==> src/rtl/fetch.sv <==
// fetch: instruction fetch stage feeding decode from a 16-bit handshaked instruction memory.
// Latency: a returned word reaches instr/PC/valid on the edge that accepts it (zero added cycles).
// Backpressure: stall freezes the output slot; a word arriving while stalled parks in a skid register (HOLD).
//
// Ports:
//   clk, rst                 clock, synchronous active-high reset
//   stall                    decode cannot take a new instruction this cycle
//   redirect, redirect_pc    taken branch/jump and its byte target (bit 0 set flags err)
//   halt                     the instruction in the output slot is HALT
//   imem_rd, imem_addr       read request, held stable until imem_ready
//   imem_data, imem_ready    read data and completion strobe
//   instr, PC, PC_Next       instruction to decode, its byte address, and PC + 2
//   valid                    instr/PC/PC_Next carry a live instruction
//   err                      one-cycle pulse on a misaligned redirect target
module fetch (
  input  logic        clk,
  input  logic        rst,
  input  logic        stall,
  input  logic        redirect,
  input  logic [15:0] redirect_pc,
  input  logic        halt,
  output logic        imem_rd,
  output logic [15:0] imem_addr,
  input  logic [15:0] imem_data,
  input  logic        imem_ready,
  output logic [15:0] instr,
  output logic [15:0] PC,
  output logic [15:0] PC_Next,
  output logic        valid,
  output logic        err
);

  localparam logic [15:0] NOP_WORD = 16'h0800;

  typedef enum logic [1:0] {
    S_FETCH  = 2'd0,
    S_HOLD   = 2'd1,
    S_HALTED = 2'd2
  } state_t;

  state_t      state_q;
  logic [15:0] fpc_q;        // address of the next word to request
  logic        squash_q;     // outstanding request belongs to a redirected-away path
  logic [15:0] sq_addr_q;    // address of that abandoned request, kept on imem_addr until it completes
  logic        halt_pend_q;  // halt seen while a request was in flight; stop once it completes
  logic [15:0] skid_q;
  logic [15:0] instr_q;
  logic [15:0] pc_q;
  logic        valid_q;
  logic        err_q;

  logic        slot_free;
  logic        halt_take;
  logic [15:0] redir_tgt;
  logic [15:0] fpc_plus2;

  assign slot_free = !valid_q || !stall;
  // Redirect is checked first in the state update, so it always overrides halt.
  assign halt_take = halt && valid_q;
  assign redir_tgt = {redirect_pc[15:1], 1'b0};
  assign fpc_plus2 = fpc_q + 16'd2;

  always_ff @(posedge clk) begin
    if (rst) begin
      state_q     <= S_FETCH;
      fpc_q       <= 16'h0000;
      squash_q    <= 1'b0;
      sq_addr_q   <= 16'h0000;
      halt_pend_q <= 1'b0;
      skid_q      <= 16'h0000;
      instr_q     <= NOP_WORD;
      pc_q        <= 16'h0000;
      valid_q     <= 1'b0;
      err_q       <= 1'b0;
    end else begin
      err_q <= 1'b0;
      case (state_q)
        S_HALTED: begin
          // Frozen until reset; redirect and halt are ignored here.
        end

        default: begin
          if (redirect) begin
            fpc_q       <= redir_tgt;
            err_q       <= redirect_pc[0];
            valid_q     <= 1'b0;
            state_q     <= S_FETCH;
            halt_pend_q <= 1'b0;
            // A request still in flight must run to completion on the bus,
            // so remember to drop its data. If it completes this very cycle
            // the word is simply not loaded and nothing needs remembering.
            if (state_q == S_FETCH && !imem_ready) begin
              squash_q <= 1'b1;
              if (!squash_q) begin
                sq_addr_q <= fpc_q;
              end
            end else begin
              squash_q <= 1'b0;
            end
          end else if (state_q == S_HOLD) begin
            if (halt_take) begin
              // No request is outstanding in HOLD, so halt immediately.
              valid_q <= 1'b0;
              state_q <= S_HALTED;
            end else if (slot_free) begin
              // fpc already advanced past the parked word.
              instr_q <= skid_q;
              pc_q    <= fpc_q - 16'd2;
              valid_q <= 1'b1;
              state_q <= S_FETCH;
            end
          end else begin
            // S_FETCH: a request is always outstanding here.
            if (halt_take) begin
              valid_q <= 1'b0;
              if (imem_ready) begin
                state_q <= S_HALTED;
              end else begin
                halt_pend_q <= 1'b1;
              end
            end else if (imem_ready) begin
              if (squash_q) begin
                squash_q <= 1'b0;
                if (slot_free) begin
                  valid_q <= 1'b0;
                end
              end else if (halt_pend_q) begin
                halt_pend_q <= 1'b0;
                state_q     <= S_HALTED;
              end else if (slot_free) begin
                instr_q <= imem_data;
                pc_q    <= fpc_q;
                valid_q <= 1'b1;
                fpc_q   <= fpc_plus2;
              end else begin
                skid_q  <= imem_data;
                fpc_q   <= fpc_plus2;
                state_q <= S_HOLD;
              end
            end else if (slot_free) begin
              valid_q <= 1'b0;
            end
          end
        end
      endcase
    end
  end

  assign imem_rd   = (state_q == S_FETCH);
  assign imem_addr = squash_q ? sq_addr_q : fpc_q;

  assign instr   = instr_q;
  assign PC      = pc_q;
  assign PC_Next = pc_q + 16'd2;
  assign valid   = valid_q;
  assign err     = err_q;

endmodule
==> config.mk <==
export PLATFORM = sky130hd
export DESIGN_NAME = fetch
export DESIGN_NICKNAME = d
export VERILOG_FILES = /design/src/rtl/fetch.sv
export SDC_FILE = /design/constraint.sdc
export NUM_CORES = 1
export LEC_CHECK = 0
export ABC_CLOCK_PERIOD_IN_PS = 4400
export BUFFER_PORTS_ARGS = -buffer_cell sky130_fd_sc_hd__buf_4
export CAP_MARGIN = 20
export CELL_PAD_IN_SITES_DETAIL_PLACEMENT = 1
export CELL_PAD_IN_SITES_GLOBAL_PLACEMENT = 1
export CORE_UTILIZATION = 40
export CTS_BUF_LIST = sky130_fd_sc_hd__clkbuf_16
export CTS_CLUSTER_DIAMETER = 50
export DETAILED_ROUTE_END_ITERATION = 8
export PLACE_DENSITY_LB_ADDON = 0.1
export SLEW_MARGIN = 20
export SYNTH_ARGS = -nofsm -noshare
export SYNTH_HDL_FRONTEND = slang
export SYNTH_SLANG_ARGS = --single-unit
==> constraint.sdc <==
create_clock -name clk -period 4.4 [get_ports clk]
set_input_delay 0 -clock clk [delete_from_list [all_inputs] [get_ports clk]]
set_output_delay 0 -clock clk [all_outputs]
set_load 0.05 [all_outputs]
==> impl_metrics.toml <==
[global_route]
overflow = 0
grt_first_pass_wirelength_mm = 21.30
antenna_found_initial = 0
grt_max_degree = 87
gr-usage-all-layers_pct = 23.05
grt_pass1_vias = 4315

[worst_setup_path]
crit_chain = "nand2b_1 -> a32oi_1 -> a21oi_1 -> o22ai_1 -> nor2b_1"
critPathSlowestCell = "a32oi_1"
cp_top_family = "compound AO/OA/AOI/OAI gates"
crit_buf_inv = 0
crit_path_max_incr_delay_ns = 0.86
crit_path_start_kind = "flip-flop"
cp.required_ns = 4.67
endpoint_kind = "flip-flop"
path_class = "reg2reg"
arrival_ns = 2.75
path_max_fanout = 11

[logic_synthesis]
seq_area_frac_synth_pct = 37.15
synth.avg_cell_area_um2 = 8.041
netlist_area_um2 = 4527
yosys_warnings = 0
async_flop_share_pct = 0
ys_ff_latch = 84
synth_edf_count = 0
yosys_most_used_dff = "dfxtp_1"
synth.distinct_cells = 64
synth_cells = 563

[clock_network]
cts_buffer_depth = 2
post_cts_buffers = 0
cts_tree = "done"
worstSkewPairLatency_ns = 0.34
cts_sinks = 84
h-tree-depth = 3
cts_root_buf = "clkbuf_16"
cts_buffers = 9
clk_pin_slew_ns = 0.06

[place]
dpl.hpwl_mm = 8.925
place_area_um2 = 5231
numPortBuffers = 102
dp.cells = 757
globalplace.congestion = 0.8203

[pwr]
p_int_mw = 1.432
ir_drop_v = 0.0002342
comb_power_share_pct = 25.6
seqPwrFrac_pct = 40.3
sw_frac_of_total_pct = 34.13
power.leakage_nw = 2.240
switchingPower_uw = 742.3
pwr-share-clk_pct = 34.1
p_per_area_nw_per_um2 = 381.7
finalPower_mw = 2.175

[detailed_routing]
wl_per_cell_um = 16.40
drt_iter0_drc = 173
drc = 0
viasPerCell = 5.523
routed-via-count = 4363
wl_mm = 12.95
ant_nets = 0
dr.pass1.iters = 4

[sta]
setup_viol = 0
hold_violations = 0
maxSlewViolCount = 0
rsz0062_at_grt = "false"
fin_crit_sh_pct = 56.35
tightest_slew_ns = 1.067
max_slew_margin_pct = 28.84
fmaxAchievable_mhz = 403.3
skew_ns = 0.006402
min_period_ns = 2.480
tns_ns = 0

[floorplan]
fp.dieW_um = 108.4
pin_count = 105
fp.dieH_um = 108.4
core_area_um2 = 10940
num_rows = 38
start_util_pct = 41.40
die_area_um2 = 11750

[job]
drv_cap = 0

[final_layout]
areaGrowthSynthToFinish_pct = 25.84
final_area_um2 = 5697
num_antenna_cells = 0
final_common_cell = "nand2_1"
final_cell_mix = "nand2_1, buf_4, dfxtp_1, nor2_1, a21oi_1"
drive_gt1_share_pct = 22.15
finalNetCount = 687
final_cells = 790

[worst_hold_path]
hold_path_class = "in2reg"

[outcome]
status = "finished clean"
[tightest hold or removal path: stages]
cell      delay, ns
buf_4          0.11
o21ai_0        0.13
a211oi_1       0.06
[flip-flops by register name, indices dropped and copies added (netlist names)]
name and cells:
err 1, halt_pend_q 1, instr 16, squash_q 1
sq_addr_q 16, state_q 2, valid 1, fpc_q 15
PC 15, skid_q 16
[synthesized netlist by cell type (6+ instances only)]
| cell type | number | area, um2 |
|---|---|---|
| nand3_1 | 9 | 45.04 |
| buf_2 | 16 | 80.08 |
| inv_1 | 8 | 30.03 |
| xor2_1 | 10 | 87.58 |
| nor2_1 | 66 | 247.7 |
| nand2_1 | 104 | 390.4 |
| and3_1 | 6 | 37.54 |
| o21ai_0 | 19 | 95.09 |
| nand4_1 | 6 | 37.54 |
| dfxtp_1 | 84 | 1682 |
| a21oi_1 | 31 | 155.2 |
| a211oi_1 | 13 | 97.59 |
| clkbuf_1 | 24 | 90.09 |
| a311oi_1 | 18 | 157.7 |
| mux2_2 | 12 | 135.1 |
| mux2i_1 | 17 | 170.2 |
| buf_4 | 7 | 52.55 |
| xnor2_1 | 16 | 140.1 |
[metrics by stage]
step / hold slack, ns / setup slack (ns) / util [%]
CTS: 0.009321 / 1.714 / 52.07
finish: 0.01715 / 1.920 / 52.09
global placement: 0.2650 / 1.889 / 47.84
detailed placement: 0.2755 / 1.723 / 47.84
global route: 0.02613 / 1.672 / 52.09
floorplan: 0.1405 / 2.117 / -
[timing repair]
action                                 4_1_cts  5_1_grt
endpoints found under the hold margin       33        0
gates resized for setup                      0        0
hold buffers                                18        0
[metal layers]
layer  vias up  track usage [%]  part of all wire, %
li1       2145                -                    -
met1      2111            29.21                   45
met2        93            40.26                   50
met3        14            2.833                  3.6
met4         0            7.819                  1.4
met5         -                0                    0
[power groups by stage]
stage	combinational (mW)	sequential, mW	clock, mW
after floorplan	0.326	0.951	0
after global routing	0.599	0.884	0.786
after CTS	0.562	0.876	0.756
after detailed placement	0.547	0.893	0
final	0.558	0.875	0.741
after global placement	0.533	0.890	0
[cells by family (layout without fill, tap and decap cells)]
| family | count (synthesis) | in the layout | share of synthesized area, % |
|---|---|---|---|
| and+or+nand+nor | 241 | 241 | 25.82 |
| AOI/OAI and AO/OA | 120 | 120 | 17.97 |
| DFF | 84 | 84 | 37.15 |
| buffers and inverters | 58 | 144 | 6.164 |
| muxes | 29 | 29 | 6.744 |
| xor gates and xnor gates | 26 | 26 | 5.030 |
| adders and majority gates | 4 | 4 | 1.050 |
| other | 1 | 2 | 0.08284 |
[final timing paths]
kind | from | end | slack [ns] | cells after the start
min reg2reg | skid_q[4] | skid_q[4] | 0.46 | 2
max reg2reg | state_q[1] | fpc_q[1] | 1.92 | 5
min | redirect_pc[6] | fpc_q[6] | 0.02 | 3
max | state_q[1] | fpc_q[1] | 1.92 | 5
[area by class of cell]
cell class | instances | area [um2]
Fill cell | 1324 | 5239
Multi-Input combinational cell | 422 | 2574
Sequential cell | 84 | 1682
Timing Repair Buffer | 121 | 953.4
Clock buffer | 9 | 225.2
Tap cell | 140 | 175.2
Clock inverter | 6 | 57.56
Inverter | 8 | 30.03
Power figures use the tool's default switching activity.
